$ cat src/rtl/freq_meter_ctrl_if.sv
// Signal bundle between the frequency-meter controller and its environment.
// The done pulse exists only when FREQ_METER_DONE_PULSE_EN is defined.
interface freq_meter_ctrl_if;
   logic start;
   logic sig_in;
   logic enb_machine;
   logic cnt_enable;
   logic cnt_rst;
   logic cnt_ld;
   logic gate;
   logic busy;
   logic overflow;
`ifdef FREQ_METER_DONE_PULSE_EN
   logic done;
`endif

   modport master (
      output start,
      output sig_in,
      output enb_machine,
      input  cnt_enable,
      input  cnt_rst,
      input  cnt_ld,
      input  gate,
      input  busy,
`ifdef FREQ_METER_DONE_PULSE_EN
      input  done,
`endif
      input  overflow
   );

   modport slave (
      input  start,
      input  sig_in,
      input  enb_machine,
      output cnt_enable,
      output cnt_rst,
      output cnt_ld,
      output gate,
      output busy,
`ifdef FREQ_METER_DONE_PULSE_EN
      output done,
`endif
      output overflow
   );
endinterface

$ cat src/rtl/freq_meter_ctrl.sv
// Gate/load controller for a 3-digit BCD frequency counter chain.
// Define FREQ_METER_DONE_PULSE_EN to add a one-cycle done pulse after each load.
module freq_meter_ctrl #(
   parameter int unsigned GATE_CYCLES = 1000,
   parameter int unsigned HOLD_CYCLES = 250,
   parameter int unsigned CNT_W       = 16
) (
   input logic             clk,
   input logic             rst,
   freq_meter_ctrl_if.slave bus
);

   typedef enum logic [2:0] {
      StIdle,
      StClear,
      StGate,
      StSettle,
      StLoad,
      StHold
   } state_e;

   localparam logic [CNT_W-1:0] GateLast = CNT_W'(GATE_CYCLES - 1);
   localparam logic [CNT_W-1:0] HoldLast = CNT_W'(HOLD_CYCLES - 1);

   state_e           state_q, state_d;
   logic [CNT_W-1:0] timer_q, timer_d;
   logic [2:0]       sync_q, sync_d;
   logic             ovf_sticky_q, ovf_sticky_d;
   logic             overflow_q, overflow_d;
   logic             cnt_enable_q, cnt_enable_d;
   logic             rise;
   logic             in_gate;
`ifdef FREQ_METER_DONE_PULSE_EN
   logic             done_q, done_d;
`endif

   // sync_q[0..1] is the metastability chain, sync_q[2] holds the previous sample.
   assign sync_d  = {sync_q[1:0], bus.sig_in};
   assign rise    = sync_q[1] & ~sync_q[2];
   assign in_gate = (state_q == StGate);

   always_comb begin
      state_d      = state_q;
      timer_d      = timer_q;
      ovf_sticky_d = ovf_sticky_q;
      overflow_d   = overflow_q;
      cnt_enable_d = rise & in_gate & ~ovf_sticky_q & ~bus.enb_machine;

      // A rise arriving while the chain shows 999 latches overflow for the rest of the window.
      if (rise && in_gate && bus.enb_machine) begin
         ovf_sticky_d = 1'b1;
      end

      unique case (state_q)
         StIdle: begin
            if (bus.start) begin
               state_d = StClear;
            end
         end
         StClear: begin
            ovf_sticky_d = 1'b0;
            timer_d      = '0;
            state_d      = StGate;
         end
         StGate: begin
            if (timer_q == GateLast) begin
               timer_d = '0;
               state_d = StSettle;
            end else begin
               timer_d = timer_q + CNT_W'(1);
            end
         end
         StSettle: begin
            state_d = StLoad;
         end
         StLoad: begin
            overflow_d = ovf_sticky_q;
            timer_d    = '0;
            state_d    = StHold;
         end
         StHold: begin
            if (timer_q == HoldLast) begin
               timer_d = '0;
               state_d = bus.start ? StClear : StIdle;
            end else begin
               timer_d = timer_q + CNT_W'(1);
            end
         end
         default: begin
            timer_d = '0;
            state_d = StIdle;
         end
      endcase
   end

`ifdef FREQ_METER_DONE_PULSE_EN
   assign done_d = (state_q == StLoad);

   always_ff @(posedge clk or negedge rst) begin
      if (!rst) begin
         done_q <= 1'b0;
      end else begin
         done_q <= done_d;
      end
   end

   assign bus.done = done_q;
`endif

   always_ff @(posedge clk or negedge rst) begin
      if (!rst) begin
         state_q      <= StIdle;
         timer_q      <= '0;
         sync_q       <= '0;
         ovf_sticky_q <= 1'b0;
         overflow_q   <= 1'b0;
         cnt_enable_q <= 1'b0;
      end else begin
         state_q      <= state_d;
         timer_q      <= timer_d;
         sync_q       <= sync_d;
         ovf_sticky_q <= ovf_sticky_d;
         overflow_q   <= overflow_d;
         cnt_enable_q <= cnt_enable_d;
      end
   end

   assign bus.cnt_enable = cnt_enable_q;
   assign bus.cnt_rst    = (state_q == StClear);
   assign bus.cnt_ld     = (state_q == StLoad);
   assign bus.gate       = in_gate;
   assign bus.busy       = (state_q != StIdle);
   assign bus.overflow   = overflow_q;

endmodule
$ cat src/flat_wrapper.sv
// flat-port wrapper written by rule: the top's interface ports become plain ports
module freq_meter_ctrl_flat 
#(
   parameter int unsigned GATE_CYCLES = 1000,
   parameter int unsigned HOLD_CYCLES = 250,
   parameter int unsigned CNT_W       = 16
)
  (clk, rst, bus_start, bus_sig_in, bus_enb_machine, bus_cnt_enable, bus_cnt_rst, bus_cnt_ld, bus_gate, bus_busy, bus_overflow);
  freq_meter_ctrl_if bus_i ();
  input logic clk;
  input logic rst;
  input wire logic [$bits(bus_i.start)-1:0] bus_start;
  input wire logic [$bits(bus_i.sig_in)-1:0] bus_sig_in;
  input wire logic [$bits(bus_i.enb_machine)-1:0] bus_enb_machine;
  output wire logic [$bits(bus_i.cnt_enable)-1:0] bus_cnt_enable;
  output wire logic [$bits(bus_i.cnt_rst)-1:0] bus_cnt_rst;
  output wire logic [$bits(bus_i.cnt_ld)-1:0] bus_cnt_ld;
  output wire logic [$bits(bus_i.gate)-1:0] bus_gate;
  output wire logic [$bits(bus_i.busy)-1:0] bus_busy;
  output wire logic [$bits(bus_i.overflow)-1:0] bus_overflow;
  assign bus_i.start = bus_start;
  assign bus_i.sig_in = bus_sig_in;
  assign bus_i.enb_machine = bus_enb_machine;
  assign bus_cnt_enable = bus_i.cnt_enable;
  assign bus_cnt_rst = bus_i.cnt_rst;
  assign bus_cnt_ld = bus_i.cnt_ld;
  assign bus_gate = bus_i.gate;
  assign bus_busy = bus_i.busy;
  assign bus_overflow = bus_i.overflow;
  freq_meter_ctrl #(.GATE_CYCLES(GATE_CYCLES), .HOLD_CYCLES(HOLD_CYCLES), .CNT_W(CNT_W)) u_core (.clk(clk), .rst(rst), .bus(bus_i));
endmodule
$ cat config.mk
export PLATFORM = sky130hd
export DESIGN_NAME = freq_meter_ctrl_flat
export DESIGN_NICKNAME = d
export VERILOG_FILES = /design/src/rtl/freq_meter_ctrl_if.sv /design/src/rtl/freq_meter_ctrl.sv /design/src/flat_wrapper.sv
export SDC_FILE = /design/constraint.sdc
export NUM_CORES = 1
export LEC_CHECK = 0
export BUFFER_PORTS_ARGS = -buffer_cell sky130_fd_sc_hd__buf_2
export CAP_MARGIN = 20
export CORE_ASPECT_RATIO = 0.7
export CORE_MARGIN = 2
export CORE_UTILIZATION = 40
export DETAILED_ROUTE_END_ITERATION = 8
export GPL_ROUTABILITY_DRIVEN = 1
export GPL_TIMING_DRIVEN = 0
export PLACE_DENSITY = 0.67
export SLEW_MARGIN = 20
export SYNTH_ARGS = -nofsm -noshare
export SYNTH_HDL_FRONTEND = slang
export SYNTH_SLANG_ARGS = --single-unit
export TNS_END_PERCENT = 5
$ cat constraint.sdc
create_clock -name clk -period 3.4 [get_ports clk]
set_input_delay 0.34 -clock clk [delete_from_list [all_inputs] [get_ports clk]]
set_output_delay 0.34 -clock clk [all_outputs]
set_load 0.05 [all_outputs]
==> results of run 1 <==
[power by group through the flow]
stage | Sequential (mW) | Clock (mW) | Combinational, mW
3_5_place_dp | 0.305 | 0 | 0.00924
6_report | 0.299 | 0.174 | 0.00878
4_1_cts | 0.300 | 0.180 | 0.00925
3_3_place_gp | 0.305 | 0 | 0.00883
5_1_grt | 0.300 | 0.193 | 0.0105
2_1_floorplan | 0.305 | 0 | 0.000748
[final timing paths]
| check | cells past startpoint | from | slack, ns | endpoint |
|---|---|---|---|---|
| worst max-delay path | 5 | u_core.timer_q[11]$_DFFE_PN0N_ | 1.28 | u_core.timer_q[13]$_DFFE_PN0N_ |
| worst min-delay path | 1 | rst | 0.05 | u_core.sync_q[1]$_DFF_PN0_ |
| worst max register to register | 5 | u_core.timer_q[11]$_DFFE_PN0N_ | 1.28 | u_core.timer_q[13]$_DFFE_PN0N_ |
| worst min register to register | 0 | u_core.sync_q[0]$_DFF_PN0_ | 0.37 | u_core.sync_q[1]$_DFF_PN0_ |
| max in group asynchronous | 1 | rst | 2.98 | u_core.bus.cnt_enable$_DFF_PN0_ |
| min in group clk | 1 | bus_sig_in | 0.17 | u_core.sync_q[0]$_DFF_PN0_ |
[layout by cell type, fill, tap and decap left out, types with 2 or more instances in the layout]
cell	synthesis	final
ha_1	2	2
nor2b_1	3	3
xnor2_1	2	2
nand4_1	2	2
nand2_1	15	15
xor2_1	2	2
or3_1	2	2
nor3b_1	4	4
nand2b_1	4	4
nor3_1	3	3
clkbuf_8	0	3
and3_1	3	3
a21oi_1	12	12
a31oi_1	9	9
inv_1	3	3
buf_2	1	11
nor4_2	2	2
a22o_1	4	4
o21ai_1	5	5
dfrtp_1	25	25
a41oi_1	2	2
nor2_1	15	15
nand3_1	8	8
[flip-flops by register name, indices dropped and copies added, names as in the netlist]
signal                 flops
u_core.timer_q            16
u_core.ovf_sticky_q        1
u_core.bus.cnt_enable      1
u_core.state_q             3
u_core.sync_q              3
u_core.bus.overflow        1
[final cells by class]
cell class	count	area (um^2)
plain buffers	4	23.8
clock buffers	3	41.3
clock inverters	1	5.00
fillers	311	1690
inverters	3	11.3
multi-input cells	109	657
flip-flops and latches	25	626
well taps	38	47.5
repair buffers	10	50.0
[cell families (layout without fill, tap and decap cells)]
group	count (synthesis)	after routing	synth area share, %
and+or+nand+nor	67	67	27.6
AOI/OAI and AO/OA	34	34	16.0
DFF	25	25	47.5
buffers and inverters	7	21	2.66
xor gates and xnor gates	4	4	2.66
adders and majority gates	2	2	1.90
muxes	2	2	1.61
[stage by stage]
step                      utilization (%)  area [um^2]  instances  worst slack, ns
after floorplan                         -         1320        141            0.954
after global placement               45.0         1420        189             1.27
after detailed placement             45.0         1420        189             1.28
after CTS                            46.4         1460        193             1.27
after global routing                 46.4         1460        193             1.13
final                                46.4         1460        193             1.28
[per-layer routing]
metal | vias to the layer above | wire length (um) | global-route usage (%)
met5 | - | 0 | 0
met4 | 0 | 44 | 6.79
met3 | 5 | 106 | 3.10
met2 | 29 | 1160 | 23.8
met1 | 530 | 1400 | 24.6
li1 | 542 | - | -
[critical path: stages, from the launching register on]
cell and delay [ns]:
dfrtp_1 0.46, or4_4 0.56, nor4_2 0.36, o22ai_2 0.19, buf_2 0.24, a22o_1 0.22
==> impl_metrics.json, run 1 <==
{
  "floorplan.initialDensity_pct": 41.9,
  "layout_worst_path_cycle_share_pct": 62.4,
  "vias": 1106,
  "grt_max_degree": 26,
  "wl_per_cell_um": 14.1,
  "cts_tree": "built",
  "synth_cell_type_count": 35,
  "max_freq_mhz": 471,
  "gp_congestion": 0.823,
  "global_route.overflow_total": 0,
  "area_delta_synth_final_pct": 10.9,
  "final_period_minus_worst_setup_slack_ns": 2.12,
  "synth.yosys.warnings": 0,
  "clockPowerShare_pct": 36.1,
  "drt-pass1-iter-count": 4,
  "syn_avg_cell_area_um2": 9.34,
  "yosys.area.top_type": "dfrtp_1",
  "worst_skew_late_latency_ns": 0.27,
  "ctsLongestPathBuffers": 2,
  "setup.worst_path.end_class": "flip-flop",
  "comb_power_share_pct": 1.8,
  "cts.sinks": 25,
  "post_cts_buffers": 0,
  "synth_sequential_area_ratio_pct": 47.5,
  "cap_violations": 0,
  "fin_tns_setup_ns": 0,
  "drt_iter0_markers": 71,
  "setup_violations": 0,
  "rsz0062_at_grt": "false",
  "asyncSetResetFlopFracSynth_pct": 100,
  "detail_route.drc_violations": 0,
  "pwr_cell_area_nw_per_um2": 330,
  "path_max_fanout": 10,
  "detailed_place_hpwl_um": 1990,
  "synth_top_cell_area_share_pct": 47.5,
  "io_buffer_count": 10,
  "drt-vias-per-instance": 5.73,
  "ranking_of_synthesized_cells_by_instance_count": "dfrtp_1, nand2_1, nor2_1",
  "design.die.area_um2": 3780,
  "hold_slack_ns": 0.0515,
  "cts_buffers": 3,
  "htreeDepth": 1,
  "grt_pass1_vias": 1007,
  "synth.most_common_cell": "dfrtp_1",
  "run_status": "completed",
  "finalClockSkew_ns": 0.00564,
  "worst_hold_path_class": "input pin to async pin",
  "ctsResizeCount": 0,
  "cts.root.buffer_cell": "clkbuf_8",
  "final_nets": 163,
  "slew_headroom_pct": 36.1,
  "holdBufCountCts": 0,
  "placement_rows": 17,
  "slew_at_the_pin_closest_to_its_max_slew_limit_ns": 0.951,
  "antenna_left": 0,
  "power.leakage_nw": 0.640,
  "antenna_cells_inserted": 0,
  "synth_seq_cells": 25,
  "fp.dieH_um": 52.0,
  "gr-usage-all-layers_pct": 16.7,
  "yosys-top-cells-area": "dfrtp_1, a21oi_1, a31oi_1, nand2_1, nor2_1",
  "cp.required_ns": 3.56,
  "cp_data_arrival_time_ns": 2.28,
  "grt_antenna_before_repair": 0,
  "power.net_switching_uw": 99.7,
  "postSynthCellCount": 141,
  "pint_uw": 383,
  "cts.clk_slew.worst_paths_ns": 0.08,
  "synth_fp_nets": 148,
  "crit_type": "flip-flop to flip-flop",
  "core-area_um2": 3150,
  "layout-drive-gt1-share_pct": 14.2,
  "timing.final.max_slew_violations": 0,
  "ir_drop_v": 0.000199,
  "synth_top_flop_cell": "dfrtp_1",
  "synth_edf_count": 0,
  "wire_length_of_the_first_global_routing_pass_um": 4800,
  "finalHoldViolCount": 0,
  "design_power_total_uw": 483,
  "power_frac_seq_pct": 62.0,
  "floorplan.die.width_um": 72.6,
  "post_synth_instance_area_um2": 1320,
  "wirelength_um": 2710,
  "io_pins": 11,
  "critPathLaunchType": "flip-flop",
  "swShare_pct": 20.7
}
(Power assumes the default switching activity.)
==> run 2: changes to the inputs <==
Settings changed: PLACE_DENSITY 0.67 to 0.69.
Clock period 3.4 ns to 1.85 ns, I/O delays scaled along.
==> run 2 against run 1 <==
Net effect:
- the flow now finishes with violations (setup timing)
- first-iteration DRC count up 20%
- die area unchanged
- clock skew up 0.0014 ns
- combinational power up 100%
- routed wire length up 9.6%
- cell count up 3.6%
- non-clock buffer count up 7
- via count up 3.8%
- global-route usage up 1.1 points
- critical path depth unchanged
==> impl_metrics.json, run 2 (synthesis results as in run 1) <==
{
  "grt_antenna_before_repair": 0,
  "cts.root.buffer_cell": "clkbuf_8",
  "final_critical_path_setup_slack_ns": -0.123,
  "top_register": "u_core.timer_q",
  "wl_per_cell_um": 14.9,
  "layout-drive-gt1-share_pct": 24.1,
  "slew_at_the_pin_closest_to_its_max_slew_limit_ns": 0.952,
  "mostFrequentLayoutCells": "dfrtp_1, nand2_1, nor2_1, a21oi_1, buf_2",
  "detailed_place_hpwl_um": 2010,
  "drt-vias-per-instance": 5.74,
  "pint_uw": 708,
  "global_route.overflow_total": 0,
  "power.net_switching_uw": 181,
  "crit_type": "flip-flop to flip-flop",
  "io_buffer_count": 10,
  "slew_headroom_pct": 36.0,
  "run_status": "finished with violations",
  "filler_cell_count": 285,
  "gp_congestion": 0.804,
  "critPathLaunchType": "flip-flop",
  "max_freq_mhz": 507,
  "routedLengthMet1_um": 1530,
  "hold_path_depth": 1,
  "grt_max_degree": 26,
  "critical-path-slowest-cell": "or4_4",
  "maxUsedRoutingLayer": "met4",
  "setup_violations": 15,
  "worst_skew_late_latency_ns": 0.27,
  "wirelength_um": 2970,
  "final_common_cell": "dfrtp_1",
  "final_nets": 170,
  "htreeDepth": 1,
  "gr-usage-all-layers_pct": 17.8,
  "cp_cell_sequence": "or4_4 > nor4_4 > o22ai_2 > buf_4 > a22o_1",
  "area_delta_synth_final_pct": 19.7,
  "antenna_cells_inserted": 0,
  "ir_drop_v": 0.000354,
  "failed_checks": "setup timing",
  "final_period_minus_worst_setup_slack_ns": 1.97,
  "grt_pass1_vias": 1105,
  "largest_regs": "u_core.timer_q: 16 flops, u_core.state_q: 3 flops, u_core.sync_q: 3 flops",
  "met2WireLength_um": 1280,
  "cts_buffers": 3,
  "cap_violations": 0,
  "critical_path.max_stage_delay_ns": 0.59,
  "r2r_cells": 5,
  "finalHoldViolCount": 0,
  "fin_util_pct": 50.1,
  "multi_input_gate_area_in_the_final_layout_um2": 712,
  "design_power_total_uw": 889,
  "core-area_um2": 3150,
  "area.sequential_um2": 629,
  "floorplan.die.width_um": 72.6,
  "power_frac_seq_pct": 61.9,
  "power.leakage_nw": 0.677,
  "rsz0062_at_grt": "true",
  "clockPowerShare_pct": 36.1,
  "io_pins": 11,
  "path_max_fanout": 10,
  "antenna_left": 0,
  "cts_tree": "built",
  "pwr_cell_area_nw_per_um2": 564,
  "drt-pass1-iter-count": 5,
  "cp.required_ns": 2.01,
  "swShare_pct": 20.3,
  "comb_power_share_pct": 2.0,
  "finalClockSkew_ns": 0.00703,
  "detail_route.drc_violations": 0,
  "largest_register_ff_count": 16,
  "design.die.area_um2": 3780,
  "ctsLongestPathBuffers": 2,
  "layout_worst_path_cycle_share_pct": 107,
  "met3RoutedLength_um": 146,
  "floorplan.initialDensity_pct": 41.9,
  "drt_iter0_markers": 85,
  "worst_hold_path_class": "input pin to flip-flop",
  "timing.final.max_slew_violations": 0,
  "wire_length_of_the_first_global_routing_pass_um": 5090,
  "fp.dieH_um": 52.0,
  "placement_rows": 17,
  "cp_data_arrival_time_ns": 2.13,
  "cts.sinks": 25,
  "cts.clk_slew.worst_paths_ns": 0.09,
  "setup.worst_path.end_class": "flip-flop",
  "vias": 1148
}
run 2: area by class of cell:
class                   count  share of cell area [%]
multi-input cells         109                    45.2
repair buffers             17                    6.67
well taps                  38                    3.02
flip-flops and latches     25                    39.9
inverters                   3                   0.714
plain buffers               4                    1.67
clock buffers               4                    2.86
run 2: what timing repair did:
item / 4_1_cts / 5_1_grt
endpoints found under the setup margin: 16 / 17
resized for setup: 7 / 6
hold buffers: 1 / 0
endpoints found under the hold margin: 25 / 0
gates cloned: 0 / 0
setup buffers: 6 / 0
pin swaps: 3 / 1
run 2: worst paths after layout:
path                                                start                        endpoint  slack (ns)
max reg2reg                u_core.timer_q[13]$_DFFE_PN0N_  u_core.timer_q[10]$_DFFE_PN0N_       -0.12
min                                            bus_sig_in      u_core.sync_q[0]$_DFF_PN0_        0.02
max                        u_core.timer_q[13]$_DFFE_PN0N_  u_core.timer_q[10]$_DFFE_PN0N_       -0.12
min in group asynchronous                             rst  u_core.timer_q[12]$_DFFE_PN0N_        0.43
min reg2reg                    u_core.sync_q[0]$_DFF_PN0_      u_core.sync_q[1]$_DFF_PN0_        0.35
max in group asynchronous                             rst   u_core.timer_q[4]$_DFFE_PN0N_        1.00
run 2: worst max-delay path, delay by kind of cell (launching register included):
kind	cells	cell delay (ns)
buffers and inverters	1	0.21
DFF	1	0.39
AOI/OAI and AO/OA	2	0.36
and+or+nand+nor	2	0.91
run 2: metrics by stage:
| step | worst slack [ns] | instances | setup TNS, ns | instance area (um^2) | hold slack, ns |
|---|---|---|---|---|---|
| floorplan | -0.0924 | 141 | -0.909 | 1330 | -0.111 |
| global route | -0.212 | 200 | -2.47 | 1580 | 0.00494 |
| finish | -0.123 | 200 | -1.33 | 1580 | 0.0243 |
| detailed placement | -0.322 | 189 | -3.96 | 1430 | 0.214 |
| global placement | -0.267 | 189 | -3.24 | 1430 | 0.199 |
| CTS | -0.130 | 200 | -1.06 | 1560 | 0.0153 |
run 2: power by group through the flow:
stage          sequential (mW)  combinational (mW)  clock (mW)
5_1_grt                  0.551              0.0205       0.353
6_report                 0.550              0.0178       0.321
4_1_cts                  0.550              0.0190       0.330
3_3_place_gp             0.561              0.0164           0
2_1_floorplan            0.561             0.00137           0
3_5_place_dp             0.561              0.0173           0
run 2: per-layer routing:
| layer | up-vias | GRT usage [%] |
|---|---|---|
| li1 | 559 | - |
| met1 | 553 | 24.1 |
| met2 | 32 | 27.6 |
| met3 | 4 | 5.04 |
| met4 | 0 | 5.56 |
| met5 | - | 0 |
==> run 3: changes to the inputs <==
Settings changed: CORE_MARGIN 2 to not set, PLACE_DENSITY 0.69 to not set.
==> run 3 against run 2 <==
Net effect:
- the run still ends with setup timing left
- cell count increased by 0.50%
- non-clock buffer count rose by 1
- maximum frequency down 7.0%
- utilization up 2.3 points
- design area increased by 4.6%
- largest cell class unchanged
==> impl_metrics.json, run 3 (synthesis results as in run 1) <==
{
  "critPathLaunchType": "flip-flop",
  "cts_tree": "built",
  "top_register": "u_core.timer_q",
  "cp_data_arrival_time_ns": 2.27,
  "slew_headroom_pct": 33.4,
  "ir_drop_v": 0.000407,
  "cts.clk_slew.worst_paths_ns": 0.10,
  "critical-path-slowest-cell": "or4b_4",
  "cap_violations": 0,
  "largest_regs": "u_core.timer_q: 16 flops, u_core.state_q: 3 flops, u_core.sync_q: 3 flops",
  "area.sequential_um2": 628,
  "gr-usage-all-layers_pct": 19.7,
  "grt_antenna_before_repair": 0,
  "worst_hold_path_class": "input pin to flip-flop",
  "area_delta_synth_final_pct": 25.2,
  "rsz0062_at_grt": "true",
  "cp_cell_sequence": "inv_2 > ha_4 > or4b_4 > nor4_4 > o22ai_4 > buf_6 > a21oi_2 > a31oi_1",
  "power.leakage_nw": 0.695,
  "timing.rr.start": "u_core.timer_q[1]$_DFFE_PN0N_",
  "regToRegEndpoint": "u_core.timer_q[2]$_DFFE_PN0N_",
  "hold_path_depth": 2,
  "post_route_standard_cell_area_excluding_fillers_um2": 1650,
  "antenna_cells_inserted": 0,
  "cts.root.buffer_cell": "clkbuf_8",
  "htreeDepth": 1,
  "ctsLongestPathBuffers": 2,
  "pwr_cell_area_nw_per_um2": 558,
  "hold_slack_ns": 0.0588,
  "global_route.overflow_total": 0,
  "final_critical_path_setup_slack_ns": -0.272,
  "layout.cells.non_filler": 201,
  "worst_skew_late_latency_ns": 0.28,
  "io_buffer_count": 10,
  "detailed_place_hpwl_um": 2060,
  "cp.required_ns": 1.99,
  "core-area_um2": 3150,
  "multi_input_gate_area_in_the_final_layout_um2": 756,
  "drt-vias-per-instance": 5.73,
  "final_period_minus_worst_setup_slack_ns": 2.12,
  "grt_max_degree": 26,
  "cts.sinks": 25,
  "grt_pass1_vias": 1048,
  "setup.worst_path.end_class": "flip-flop",
  "filler_cell_count": 276,
  "crit_family": "simple AND/OR/NAND/NOR gates",
  "vias": 1152,
  "swShare_pct": 22.3,
  "final_common_cell": "dfrtp_1",
  "fp.dieH_um": 50.0,
  "run_status": "finished with violations",
  "wirelength_um": 3200,
  "layout_worst_path_cycle_share_pct": 115,
  "placement_rows": 17,
  "wl_per_cell_um": 15.9,
  "finalClockSkew_ns": 0.00616,
  "clockPowerShare_pct": 38.0,
  "drt_iter0_markers": 127,
  "largest_register_ff_count": 16,
  "setup_violations": 15,
  "holdPathEnd": "u_core.bus.cnt_enable$_DFF_PN0_",
  "fin_tns_setup_ns": -3.67,
  "worst-path-buf-inv": 2,
  "layout-drive-gt1-share_pct": 27.6,
  "post-place-cells": 189,
  "holdCritStartpoint": "bus_enb_machine",
  "mostFrequentLayoutCells": "dfrtp_1, nand2_1, nor2_1, buf_2",
  "power_frac_seq_pct": 59.9,
  "path_max_fanout": 6,
  "detail_route.drc_violations": 0,
  "crit_type": "flip-flop to flip-flop",
  "drt-pass1-iter-count": 4,
  "r2r_cells": 8,
  "wire_length_of_the_first_global_routing_pass_um": 5270,
  "gp_congestion": 0.839,
  "floorplan.die.width_um": 70.6,
  "floorplan.initialDensity_pct": 41.9,
  "final_nets": 171,
  "slew_at_the_pin_closest_to_its_max_slew_limit_ns": 0.992,
  "critical_path.max_stage_delay_ns": 0.47,
  "timing.final.max_slew_violations": 0,
  "max_freq_mhz": 471,
  "fin_util_pct": 52.4,
  "failed_checks": "setup timing",
  "antenna_left": 0,
  "power.net_switching_uw": 205,
  "pint_uw": 714,
  "cts_buffers": 3,
  "comb_power_share_pct": 2.1,
  "io_pins": 11,
  "design_power_total_uw": 919,
  "design.die.area_um2": 3530,
  "finalHoldViolCount": 0,
  "dpl_cell_area_um2": 1430,
  "worst_slack_placed_ns": -0.300,
  "timing.reg2reg.setup_slack_ns": -0.27
}
## run 3: cell types whose count changed in the layout (fill, tap and decap cells not counted), moves of 3 or more
cell	previous run	this run
a21oi_2	2	5
a21oi_1	10	7
buf_6	1	5
buf_4	7	3
## run 3: what timing repair did
item | 4_1_cts | 5_1_grt
endpoints found under the hold margin | 26 | 0
gates cloned | 0 | 1
setup endpoints to repair | 16 | 17
setup buffers | 0 | 5
gates resized for setup | 7 | 18
hold buffers | 2 | 0
pin swaps | 5 | 10
## run 3: routing by layer
metal / share of wire (%) / vias up / routed length [um] / GRT usage (%)
li1: - / 559 / - / -
met4: 0.25 / 0 / 8 / 4.67
met1: 52 / 571 / 1650 / 29.7
met2: 45 / 20 / 1430 / 28.2
met3: 3.3 / 2 / 105 / 4.91
met5: 0 / - / 0 / 0
## run 3: power groups by stage
stage,registers [mW],clock network (mW),logic (mW)
final,0.550,0.350,0.0194
after global routing,0.551,0.386,0.0228
after CTS,0.550,0.361,0.0204
after detailed placement,0.561,0,0.0171
after global placement,0.561,0,0.0165
after floorplan,0.561,0,0.00137
## run 3: worst register-to-register path: cells and delay by family, from the launching register on
family	cells	cell delay, ns
AND/OR/NAND/NOR	2	0.83
adder cells (fa/ha/maj)	1	0.12
buffers and inverters	2	0.26
flip-flops	1	0.41
AO/OA/AOI/OAI	3	0.36
## run 3: worst max path at each step
| stage | startpoint | endpoint | slack, ns | depth (start not counted) |
|---|---|---|---|---|
| after floorplan | u_core.timer_q[11]$_DFFE_PN0N_ | u_core.timer_q[10]$_DFFE_PN0N_ | -0.09 | 5 |
| after global placement | u_core.timer_q[11]$_DFFE_PN0N_ | u_core.timer_q[13]$_DFFE_PN0N_ | -0.29 | 5 |
| after detailed placement | u_core.timer_q[11]$_DFFE_PN0N_ | u_core.timer_q[4]$_DFFE_PN0N_ | -0.30 | 5 |
| after CTS | u_core.timer_q[13]$_DFFE_PN0N_ | u_core.timer_q[7]$_DFFE_PN0N_ | -0.20 | 6 |
| after global routing | u_core.timer_q[1]$_DFFE_PN0N_ | u_core.timer_q[2]$_DFFE_PN0N_ | -0.37 | 8 |
| final | u_core.timer_q[1]$_DFFE_PN0N_ | u_core.timer_q[2]$_DFFE_PN0N_ | -0.27 | 8 |
## run 3: layout make-up
class                      count  area share [%]
buffer                         4            1.82
sequential                    25            38.1
inverter                       3           0.683
multi-input combinational    109            45.8
clock buffer                   3            2.50
timing repair buffer          18            7.66
clock inverter                 1           0.531
tap                           38            2.88
